--- src/rtl/gat_pkg.sv ---
// Shared types and sizing helpers for the GAT layer scheduler.
// The CLEAR state exists only when GAT_FEAT_CLEAR_EN is defined.
package gat_pkg;

    typedef enum logic [2:0] {
        ST_IDLE      = 3'd0,
        ST_WAIT_LOAD = 3'd1,
`ifdef GAT_FEAT_CLEAR_EN
        ST_CLEAR     = 3'd2,
`endif
        ST_START     = 3'd3,
        ST_RUN       = 3'd4,
        ST_DONE      = 3'd5
    } gat_state_e;

    localparam int GAT_NUM_LOAD_FLAGS = 3;

    function automatic int gat_feature_depth(input int num_subgraphs, input int num_feature_out);
        return num_subgraphs * num_feature_out;
    endfunction

    // A depth of 1 still needs a one-bit address bus.
    function automatic int gat_addr_width(input int depth);
        return (depth > 1) ? $clog2(depth) : 1;
    endfunction

endpackage

--- src/rtl/gat_addr_counter.sv ---
// Saturating address counter with synchronous clear and a terminal-count flag;
// shared by the zero-fill sweep and the result-write phase.
module gat_addr_counter #(
    parameter int unsigned      WIDTH = 16,
    parameter logic [WIDTH-1:0] LAST  = '1
) (
    input  logic             clk,
    input  logic             rst_n,
    input  logic             clr_i,
    input  logic             en_i,
    output logic [WIDTH-1:0] cnt_o,
    output logic             tc_o
);

    logic [WIDTH-1:0] cnt_q;
    logic [WIDTH-1:0] cnt_d;

    assign tc_o  = (cnt_q == LAST);
    assign cnt_o = cnt_q;

    // NOTE: every path assigns cnt_d from a default first, so no latch is inferred.
    always_comb begin
        cnt_d = cnt_q;
        if (clr_i) begin
            cnt_d = '0;
        end else if (en_i && !tc_o) begin
            cnt_d = cnt_q + 1'b1;
        end
    end

    // NOTE: state registers use non-blocking assignments so all flops update together.
    always_ff @(posedge clk or negedge rst_n) begin
        if (!rst_n) begin
            cnt_q <= '0;
        end else begin
            cnt_q <= cnt_d;
        end
    end

endmodule

--- src/rtl/gat_layer_scheduler.sv ---
// Sequences one GAT layer: wait for host loads, optional zero-fill, kick the core,
// then stream core results into the new-feature BRAM. Zero-fill: GAT_FEAT_CLEAR_EN.
module gat_layer_scheduler
    import gat_pkg::*;
#(
    parameter  int DATA_WIDTH         = 8,
    parameter  int NUM_SUBGRAPHS      = 2708,
    parameter  int NUM_FEATURE_OUT    = 16,
    localparam int NEW_FEATURE_DEPTH  = gat_feature_depth(NUM_SUBGRAPHS, NUM_FEATURE_OUT),
    localparam int NEW_FEATURE_ADDR_W = gat_addr_width(NEW_FEATURE_DEPTH)
) (
    input  logic                          clk,
    input  logic                          rst_n,
    input  logic                          gat_layer,
    input  logic                          h_data_bram_load_done,
    input  logic                          h_node_info_bram_load_done,
    input  logic                          wgt_bram_load_done,
    output logic                          gat_ready,
    output logic                          core_start,
    input  logic                          feat_wr_valid,
    input  logic [DATA_WIDTH-1:0]         feat_wr_data,
    output logic                          feat_wr_ready,
    output logic                          feat_bram_ena,
    output logic [NEW_FEATURE_ADDR_W-1:0] feat_bram_addra,
    output logic [DATA_WIDTH-1:0]         feat_bram_din,
    output logic                          busy
);

    localparam logic [NEW_FEATURE_ADDR_W-1:0] LAST_ADDR =
        NEW_FEATURE_ADDR_W'(NEW_FEATURE_DEPTH - 1);

    gat_state_e state_q;
    gat_state_e state_d;

    logic                            gat_layer_q;
    logic                            armed_q;
    logic                            start_q;
    logic [GAT_NUM_LOAD_FLAGS-1:0]   load_flags;
    logic [GAT_NUM_LOAD_FLAGS-1:0]   load_flags_q;
    logic                            gat_ready_q;
    logic                            core_start_q;
    logic                            busy_q;

    logic [NEW_FEATURE_ADDR_W-1:0]   addr_cnt;
    logic                            addr_tc;
    logic                            cnt_clr;
    logic                            cnt_en;
    logic                            xfer;

    assign load_flags = {h_data_bram_load_done, h_node_info_bram_load_done, wgt_bram_load_done};

    assign feat_wr_ready = (state_q == ST_RUN);
    assign xfer          = feat_wr_ready & feat_wr_valid;
    assign cnt_clr       = (state_q inside {ST_IDLE, ST_WAIT_LOAD, ST_START, ST_DONE});

`ifdef GAT_FEAT_CLEAR_EN
    logic clr_phase;

    assign clr_phase     = (state_q == ST_CLEAR);
    assign cnt_en        = clr_phase | xfer;
    assign feat_bram_ena = clr_phase | xfer;
`else
    assign cnt_en        = xfer;
    assign feat_bram_ena = xfer;
`endif

    // Idle write port shows zero address/data rather than the stale counter.
    assign feat_bram_addra = feat_bram_ena ? addr_cnt : '0;
    assign feat_bram_din   = xfer ? feat_wr_data : '0;

    assign gat_ready  = gat_ready_q;
    assign core_start = core_start_q;
    assign busy       = busy_q;

    gat_addr_counter #(
        .WIDTH (NEW_FEATURE_ADDR_W),
        .LAST  (LAST_ADDR)
    ) u_addr_counter (
        .clk   (clk),
        .rst_n (rst_n),
        .clr_i (cnt_clr),
        .en_i  (cnt_en),
        .cnt_o (addr_cnt),
        .tc_o  (addr_tc)
    );

    always_comb begin
        state_d = state_q;
        case (state_q)
            ST_IDLE: begin
                if (start_q) state_d = ST_WAIT_LOAD;
            end
            ST_WAIT_LOAD: begin
                if (&load_flags) begin
`ifdef GAT_FEAT_CLEAR_EN
                    state_d = ST_CLEAR;
`else
                    state_d = ST_START;
`endif
                end else if (|(load_flags_q & ~load_flags)) begin
                    state_d = ST_IDLE;
                end
            end
`ifdef GAT_FEAT_CLEAR_EN
            ST_CLEAR: begin
                if (addr_tc) state_d = ST_START;
            end
`endif
            ST_START: begin
                state_d = ST_RUN;
            end
            ST_RUN: begin
                if (xfer && addr_tc) state_d = ST_DONE;
            end
            ST_DONE: begin
                if (start_q) state_d = ST_WAIT_LOAD;
            end
            default: begin
                state_d = ST_IDLE;
            end
        endcase
    end

    // armed_q masks the first cycle after reset so a level already high is not an edge.
    always_ff @(posedge clk or negedge rst_n) begin
        if (!rst_n) begin
            state_q      <= ST_IDLE;
            gat_layer_q  <= 1'b0;
            armed_q      <= 1'b0;
            start_q      <= 1'b0;
            load_flags_q <= '0;
            gat_ready_q  <= 1'b0;
            core_start_q <= 1'b0;
            busy_q       <= 1'b0;
        end else begin
            armed_q      <= 1'b1;
            gat_layer_q  <= gat_layer;
            start_q      <= gat_layer & ~gat_layer_q & armed_q;
            load_flags_q <= load_flags;
            state_q      <= state_d;
            gat_ready_q  <= (state_d == ST_DONE);
            core_start_q <= (state_d == ST_START);
            busy_q       <= !(state_d inside {ST_IDLE, ST_DONE});
        end
    end

endmodule

--- config.mk ---
export PLATFORM = sky130hd
export DESIGN_NAME = gat_layer_scheduler
export DESIGN_NICKNAME = d
export VERILOG_FILES = /design/src/rtl/gat_pkg.sv /design/src/rtl/gat_addr_counter.sv /design/src/rtl/gat_layer_scheduler.sv
export SDC_FILE = /design/constraint.sdc
export NUM_CORES = 1
export LEC_CHECK = 0
export BUFFER_PORTS_ARGS = -buffer_cell sky130_fd_sc_hd__buf_2
export CAP_MARGIN = 20
export CORE_MARGIN = 2
export CORE_UTILIZATION = 53
export CTS_BUF_LIST = sky130_fd_sc_hd__clkbuf_8
export DETAILED_ROUTE_END_ITERATION = 8
export PLACE_DENSITY_LB_ADDON = 0.3
export RECOVER_POWER = 50
export SLEW_MARGIN = 20
export SYNTH_ARGS = -nofsm -noshare
export SYNTH_HDL_FRONTEND = slang
export SYNTH_SLANG_ARGS = --single-unit
--- constraint.sdc ---
create_clock -name clk -period 1.99 [get_ports clk]
set_input_delay 0 -clock clk [delete_from_list [all_inputs] [get_ports clk]]
set_output_delay 0 -clock clk [all_outputs]
set_load 0.01 [all_outputs]
# After elaboration in Yosys (flattened, before gate mapping)
# Index checks and enable logic that the tools add are counted.
dict set report totals {
  elab_cells 44
  inputBits 15
  out_inout_bits 29
  reg_bits 28
}
dict set report op_classes {
  n_eq_ne 7
  muxes 9
  n_reduce_logical 12
  bitwise 6
  addsub 1
}
# cell count
set ops {}
lappend ops {{$mux W16} 3}
lappend ops {{$add A16 B1 Y16 const B} 1}
lappend ops {{$eq A16 B16 Y1 const B} 1}
lappend ops {{$mux W3} 4}
lappend ops {{$pmux W3 S4} 1}
lappend ops {{$eq A3 B3 Y1 const B} 3}
lappend ops {{$mux W8} 1}
lappend ops {{$eq A3 B2 Y1 const B} 2}
lappend ops {{$logic_not A3 Y1} 2}
lappend ops {{$reduce_bool A2 Y1} 2}
lappend ops {{$reduce_bool A4 Y1} 1}
lappend ops {{$and A1 B1 Y1} 3}
lappend ops {{$and A3 B3 Y3} 1}
lappend ops {{$eq A3 B1 Y1 const B} 1}
lappend ops {{$not A3 Y3} 1}
lappend ops {{$reduce_and A3 Y1} 1}
lappend ops {{$reduce_or A3 Y1} 1}
lappend ops {{$logic_and A1 B1 Y1} 2}
lappend ops {{$logic_not A1 Y1} 2}
lappend ops {{$reduce_or A2 Y1} 1}
lappend ops {{$not A1 Y1} 1}

# Depth between registers and ports, before layout
dict set report logic_depth {
  depth_word 9
  ltp_mapped 7
}

# Cells and area by module
# Synthesis repeated with hierarchy kept, for this count alone.
dict set report hier_totals {
  cells_unflattened 161
  hier_area_um2 1519.0
}
# module instances area_per_inst_um2 cells_each
set modules_own_cells {}
lappend modules_own_cells {gat_addr_counter 1 887.1 95}
lappend modules_own_cells {gat_layer_scheduler 1 631.9 66}

# Worst setup path before layout
# OpenSTA, ideal clock, no wires.
dict set report synth_timing {
  path_kind {reg2reg}
  start {register u_addr_counter.cnt_q[6], in the netlist u_addr_counter.cnt_o[6]}
  end {register u_addr_counter.cnt_q[13], in the netlist u_addr_counter.cnt_o[13]}
  path_buffers 0
  required_ns 1.857
  path_slack_ns 0.435
  t_arrival_ns 1.422
  setup_time_ns 0.133
  synth_period_minus_slack_ns 1.555
  path_stages_with_launch 6
  cell_sequence {dfrtp_1 nor4_1 nand4_2 nand4_1 xor2_1 nor2_1}
}
dict set report synth_between {
  elab_chain_len 4
  word_cells_on_any_way 7
}
# element line_no
set synth_rtl {}
lappend synth_rtl {{from (decl)} gat_addr_counter.sv:15} ;# logic [WIDTH-1:0] cnt_q;
lappend synth_rtl {{from (signal assigned)} gat_addr_counter.sv:36} ;# cnt_q <= cnt_d;
lappend synth_rtl {{branches (longest 4 deep; another with $add A16 B1 Y16)} --}
# Parallel ways; which one is timed is not known. The select of a mux whose other input is x is not followed.
# A chain may end at the register's enable or synchronous reset.

# Worst setup path after layout
dict set report layout_timing {
  start {register state_q[0]}
  end {output feat_bram_din[0]}
}
dict set report layout_between {
  elab_chain_len 3
}
# element line_no
set layout_rtl {}
lappend layout_rtl {{from (decl)} gat_layer_scheduler.sv:32} ;# gat_state_e state_q;
lappend layout_rtl {{from (signal assigned)} gat_layer_scheduler.sv:140} ;# state_q <= state_d;
lappend layout_rtl {{$eq A3 B3 Y1} gat_layer_scheduler.sv:52} ;# assign feat_wr_ready = (state_q == ST_RUN);
lappend layout_rtl {{$and A1 B1 Y1} gat_layer_scheduler.sv:53} ;# assign xfer = feat_wr_ready & feat_wr_valid;
lappend layout_rtl {{$mux W8} gat_layer_scheduler.sv:69} ;# assign feat_bram_din = xfer ? feat_wr_data : '0;
lappend layout_rtl {{to (decl)} gat_layer_scheduler.sv:25} ;# output logic [DATA_WIDTH-1:0] feat_bram_din,
# Every way passes these cells.

==> impl_metrics.sql <==
INSERT INTO impl_metrics (metric_group, metric, value, unit) VALUES
('run_status', 'run_status', 'completed', ''),
('power', 'p_per_area', '631', 'nW/um^2'),
('sta', 'setup_total_negative_slack', '0', 'ns'),
('worst_setup_path', 'worstSetupPathType', 'reg2out', ''),
('drt', 'vias_per_cell', '5.32', ''),
('final_layout', 'final_layout_size_suffix_gt1_share', '23.7', '%'),
('logic_synthesis', 'yosysUniqueCellTypes', '36', ''),
('sta', 'grt_setup_unrepaired', 'no', ''),
('clock_tree', 'cts_max_level', '1', ''),
('logic_synthesis', 'synth.largest_area_cell', 'sky130_fd_sc_hd__dfrtp_1', ''),
('clock_tree', 'clock_latency', '0.27', 'ns'),
('worst_setup_path', 'crit_path_max_fanout', '32', ''),
('sta', 'tightest_slew', '1.45', 'ns'),
('place', 'placed_cell_area', '1760', 'um^2'),
('logic_synthesis', 'synthesis.nets', '175', ''),
('worst_setup_path', 'cp.required', '1.99', 'ns'),
('grt', 'globalRouteOverflowTotal', '0', ''),
('logic_synthesis', 'ys_seq_area_share', '46.5', '%'),
('drt', 'drt_drc_violations_left', '0', ''),
('grt', 'grt_pass1_wl', '5460', 'um'),
('sta', 'fin_worst_skew', '0.00618', 'ns'),
('final_layout', 'fillcell_total', '218', ''),
('logic_synthesis', 'asyncSetResetFlopFracSynth', '100', '%'),
('sta', 'maxSlewViolCount', '0', ''),
('place', 'place_hpwl', '2390', 'um'),
('grt', 'grt_antenna_before_repair', '0', ''),
('logic_synthesis', 'yosys_register_bits', '28', ''),
('logic_synthesis', 'synth_enable_flop_cells', '0', ''),
('worst_hold_path', 'worstHoldPathType', 'in2out', ''),
('die', 'floorplan.io_pins', '44', ''),
('power', 'peakVddDrop', '0.601', 'mV'),
('die', 'fp-row-count', '19', ''),
('grt', 'grt.total_usage', '21.5', '%'),
('clock_tree', 'cts_tree', 'done', ''),
('sta', 'final_worst_path_cycle_share', '94.0', '%'),
('grt', 'grt_max_degree', '33', ''),
('logic_synthesis', 'synth_largest_type_area_fraction', '46.5', '%'),
('die', 'overall_die_width', '57.3', 'um'),
('final_layout', 'area.growth.synth_to_final', '24.1', '%'),
('drt', 'drt_iter0_drc', '28', ''),
('clock_tree', 'cts-root-to-sink-buffers', '2', ''),
('logic_synthesis', 'synth_most_common_cell', 'sky130_fd_sc_hd__dfrtp_1', ''),
('logic_synthesis', 'synth.area.top_cells', 'sky130_fd_sc_hd__dfrtp_1, sky130_fd_sc_hd__and2_1, sky130_fd_sc_hd__xor2_1', ''),
('final_layout', 'finalNetCount', '224', ''),
('logic_synthesis', 'synth_area', '1510', 'um^2'),
('die', 'die_height', '57.3', 'um'),
('logic_synthesis', 'synth.avg_cell_area', '9.47', 'um^2'),
('job', 'maxCapViolations', '0', ''),
('logic_synthesis', 'yosys_most_used_dff', 'sky130_fd_sc_hd__dfrtp_1', ''),
('worst_setup_path', 'start_kind', 'flip-flop', ''),
('place', 'placement.io_buffers', '43', ''),
('final_layout', 'final_core_utilization', '68.4', '%'),
('drt', 'routed_wirelength_normalized_by_instance_count', '13.4', 'um'),
('drt', 'antenna_left', '0', ''),
('clock_tree', 'cts_setup_buffers', '0', ''),
('clock_tree', 'cts_inserted_buffers', '3', ''),
('clock_tree', 'cts.reportedPaths.clkPinSlew', '0.10', 'ns'),
('sta', 'fin_crit', '1.87', 'ns'),
('die', 'core_region_area', '2730', 'um^2'),
('sta', 'final_hold_vio_count', '0', ''),
('final_layout', 'diodes', '0', ''),
('worst_setup_path', 'critical_path.endpoint_type', 'output port', ''),
('place', 'routabilityCongestion', '0.818', ''),
('sta', 'timing.slew.headroom', '3.31', '%'),
('clock_tree', 'clk_root_buffer_cell', 'sky130_fd_sc_hd__clkbuf_8', ''),
('logic_synthesis', 'synthTopCellsByCount', 'sky130_fd_sc_hd__dfrtp_1, sky130_fd_sc_hd__and2_1, sky130_fd_sc_hd__nor2_1', ''),
('die', 'die_area', '3290', 'um^2'),
('logic_synthesis', 'netlist_instances', '159', ''),
('drt', 'drt_pre_antenna_iters', '4', ''),
('clock_tree', 'clock_sink_count', '28', ''),
('clock_tree', 'cts_resized', '0', ''),
('logic_synthesis', 'ys_warn_count', '0', ''),
('power', 'lkg_pwr', '0.907', 'nW'),
('drt', 'postRouteWirelength', '3180', 'um'),
('die', 'initial_core_util', '55.1', '%'),
('grt', 'first_global_vias', '1238', ''),
('drt', 'vias', '1267', ''),
('sta', 'maximum_clock_frequency', '535', 'MHz'),
('worst_setup_path', 'worst-endpoint-arrival', '1.87', 'ns'),
('sta', 'finalSetupViolations', '0', ''),
('final_layout', 'stdcell_area', '1870', 'um^2');
## critical path, cell delays in order, from the launching register on
cell and delay, ns:
sky130_fd_sc_hd__dfrtp_1 0.50, sky130_fd_sc_hd__nor4bb_4 0.45, sky130_fd_sc_hd__buf_4 0.33, sky130_fd_sc_hd__and2_1 0.18, sky130_fd_sc_hd__buf_2 0.13
## cell families (layout without fill, tap and decap cells)
kind of cell	count (synthesis)	after routing	share of synthesized area, %
adders and majority gates	1	1	0.830
and+or+nand+nor	93	93	36.0
other	1	1	0.249
xor gates and xnor gates	14	14	8.14
AOI/OAI and AO/OA	11	11	4.65
buffers and inverters	11	59	3.65
DFF	28	28	46.5
## cell usage in the layout, fill, tap and decap left out, types with 5 or more instances in the layout
cell type / synthesis / final
sky130_fd_sc_hd__nor2_1: 18 / 18
sky130_fd_sc_hd__and2_1: 25 / 24
sky130_fd_sc_hd__nand2_1: 10 / 10
sky130_fd_sc_hd__dlygate4sd3_1: 0 / 5
sky130_fd_sc_hd__nand3_1: 9 / 9
sky130_fd_sc_hd__buf_2: 2 / 35
sky130_fd_sc_hd__xor2_1: 10 / 10
sky130_fd_sc_hd__dfrtp_1: 28 / 28
sky130_fd_sc_hd__nand4_1: 9 / 9
sky130_fd_sc_hd__clkbuf_1: 3 / 8
## routing by layer
layer,vias up,global-route usage [%],part of all wire [%]
met5,-,0,0
met1,591,28.3,44
met4,0,11.0,1.9
li1,634,-,-
met2,36,35.1,49
met3,6,2.72,4.7
## layout make-up
cell class | count | area (um^2) | area share, %
clock buffer | 3 | 41.3 | 2.21
timing repair buffer | 51 | 278 | 14.9
tap | 31 | 38.8 | 2.07
inverter | 4 | 15.0 | 0.803
multi-input combinational | 120 | 766 | 41.0
sequential | 28 | 701 | 37.5
clock inverter | 1 | 30.0 | 1.61
## final timing paths
| kind | cells past startpoint | slack (ns) | start | to |
|---|---|---|---|---|
| min in group asynchronous | 2 | 0.59 | rst_n | load_flags_q[1]$_DFF_PN0_ |
| worst max register to register | 5 | 0.15 | u_addr_counter.cnt_o[6]$_DFFE_PN0P_ | u_addr_counter.cnt_o[2]$_DFFE_PN0P_ |
| worst min-delay path | 3 | 0.29 | feat_wr_data[7] | feat_bram_din[7] |
| worst min register to register | 1 | 0.40 | gat_layer_q$_DFF_PN0_ | start_q$_DFF_PN0_ |
| max in group asynchronous | 2 | 0.55 | rst_n | u_addr_counter.cnt_o[14]$_DFFE_PN0P_ |
| worst max-delay path | 4 | 0.12 | state_q[0]$_DFF_PN0_ | feat_bram_din[0] |
## repair_timing
| action | in CTS | in global routing |
|---|---|---|
| hold buffers | 5 | 0 |
| setup endpoints to repair | 0 | 0 |
| hold endpoints to repair | 33 | 0 |
## registers in the layout, summed over array words and instances (netlist names)
name,cells
gat_layer_q,1
core_start,1
u_addr_counter.cnt_o,16
gat_ready,1
armed_q,1
start_q,1
state_q,3
busy,1
load_flags_q,3
## metrics by stage
stage | total power, mW | setup WS [ns] | hold slack (ns) | instances
floorplan | 0.691 | 0.435 | -0.296 | 159
global placement | 0.739 | 0.331 | 0.0314 | 229
detailed placement | 0.746 | 0.172 | 0.0488 | 229
CTS | 1.19 | 0.111 | 0.288 | 238
global route | 1.23 | 0.0139 | 0.296 | 238
finish | 1.18 | 0.119 | 0.287 | 238
## report_power, final
group / internal (mW) / total, mW / switching (mW)
clock: 0.269 / 0.441 / 0.172
combinational: 0.0571 / 0.132 / 0.0744
sequential: 0.587 / 0.607 / 0.0201
(Power assumes the default switching activity.)
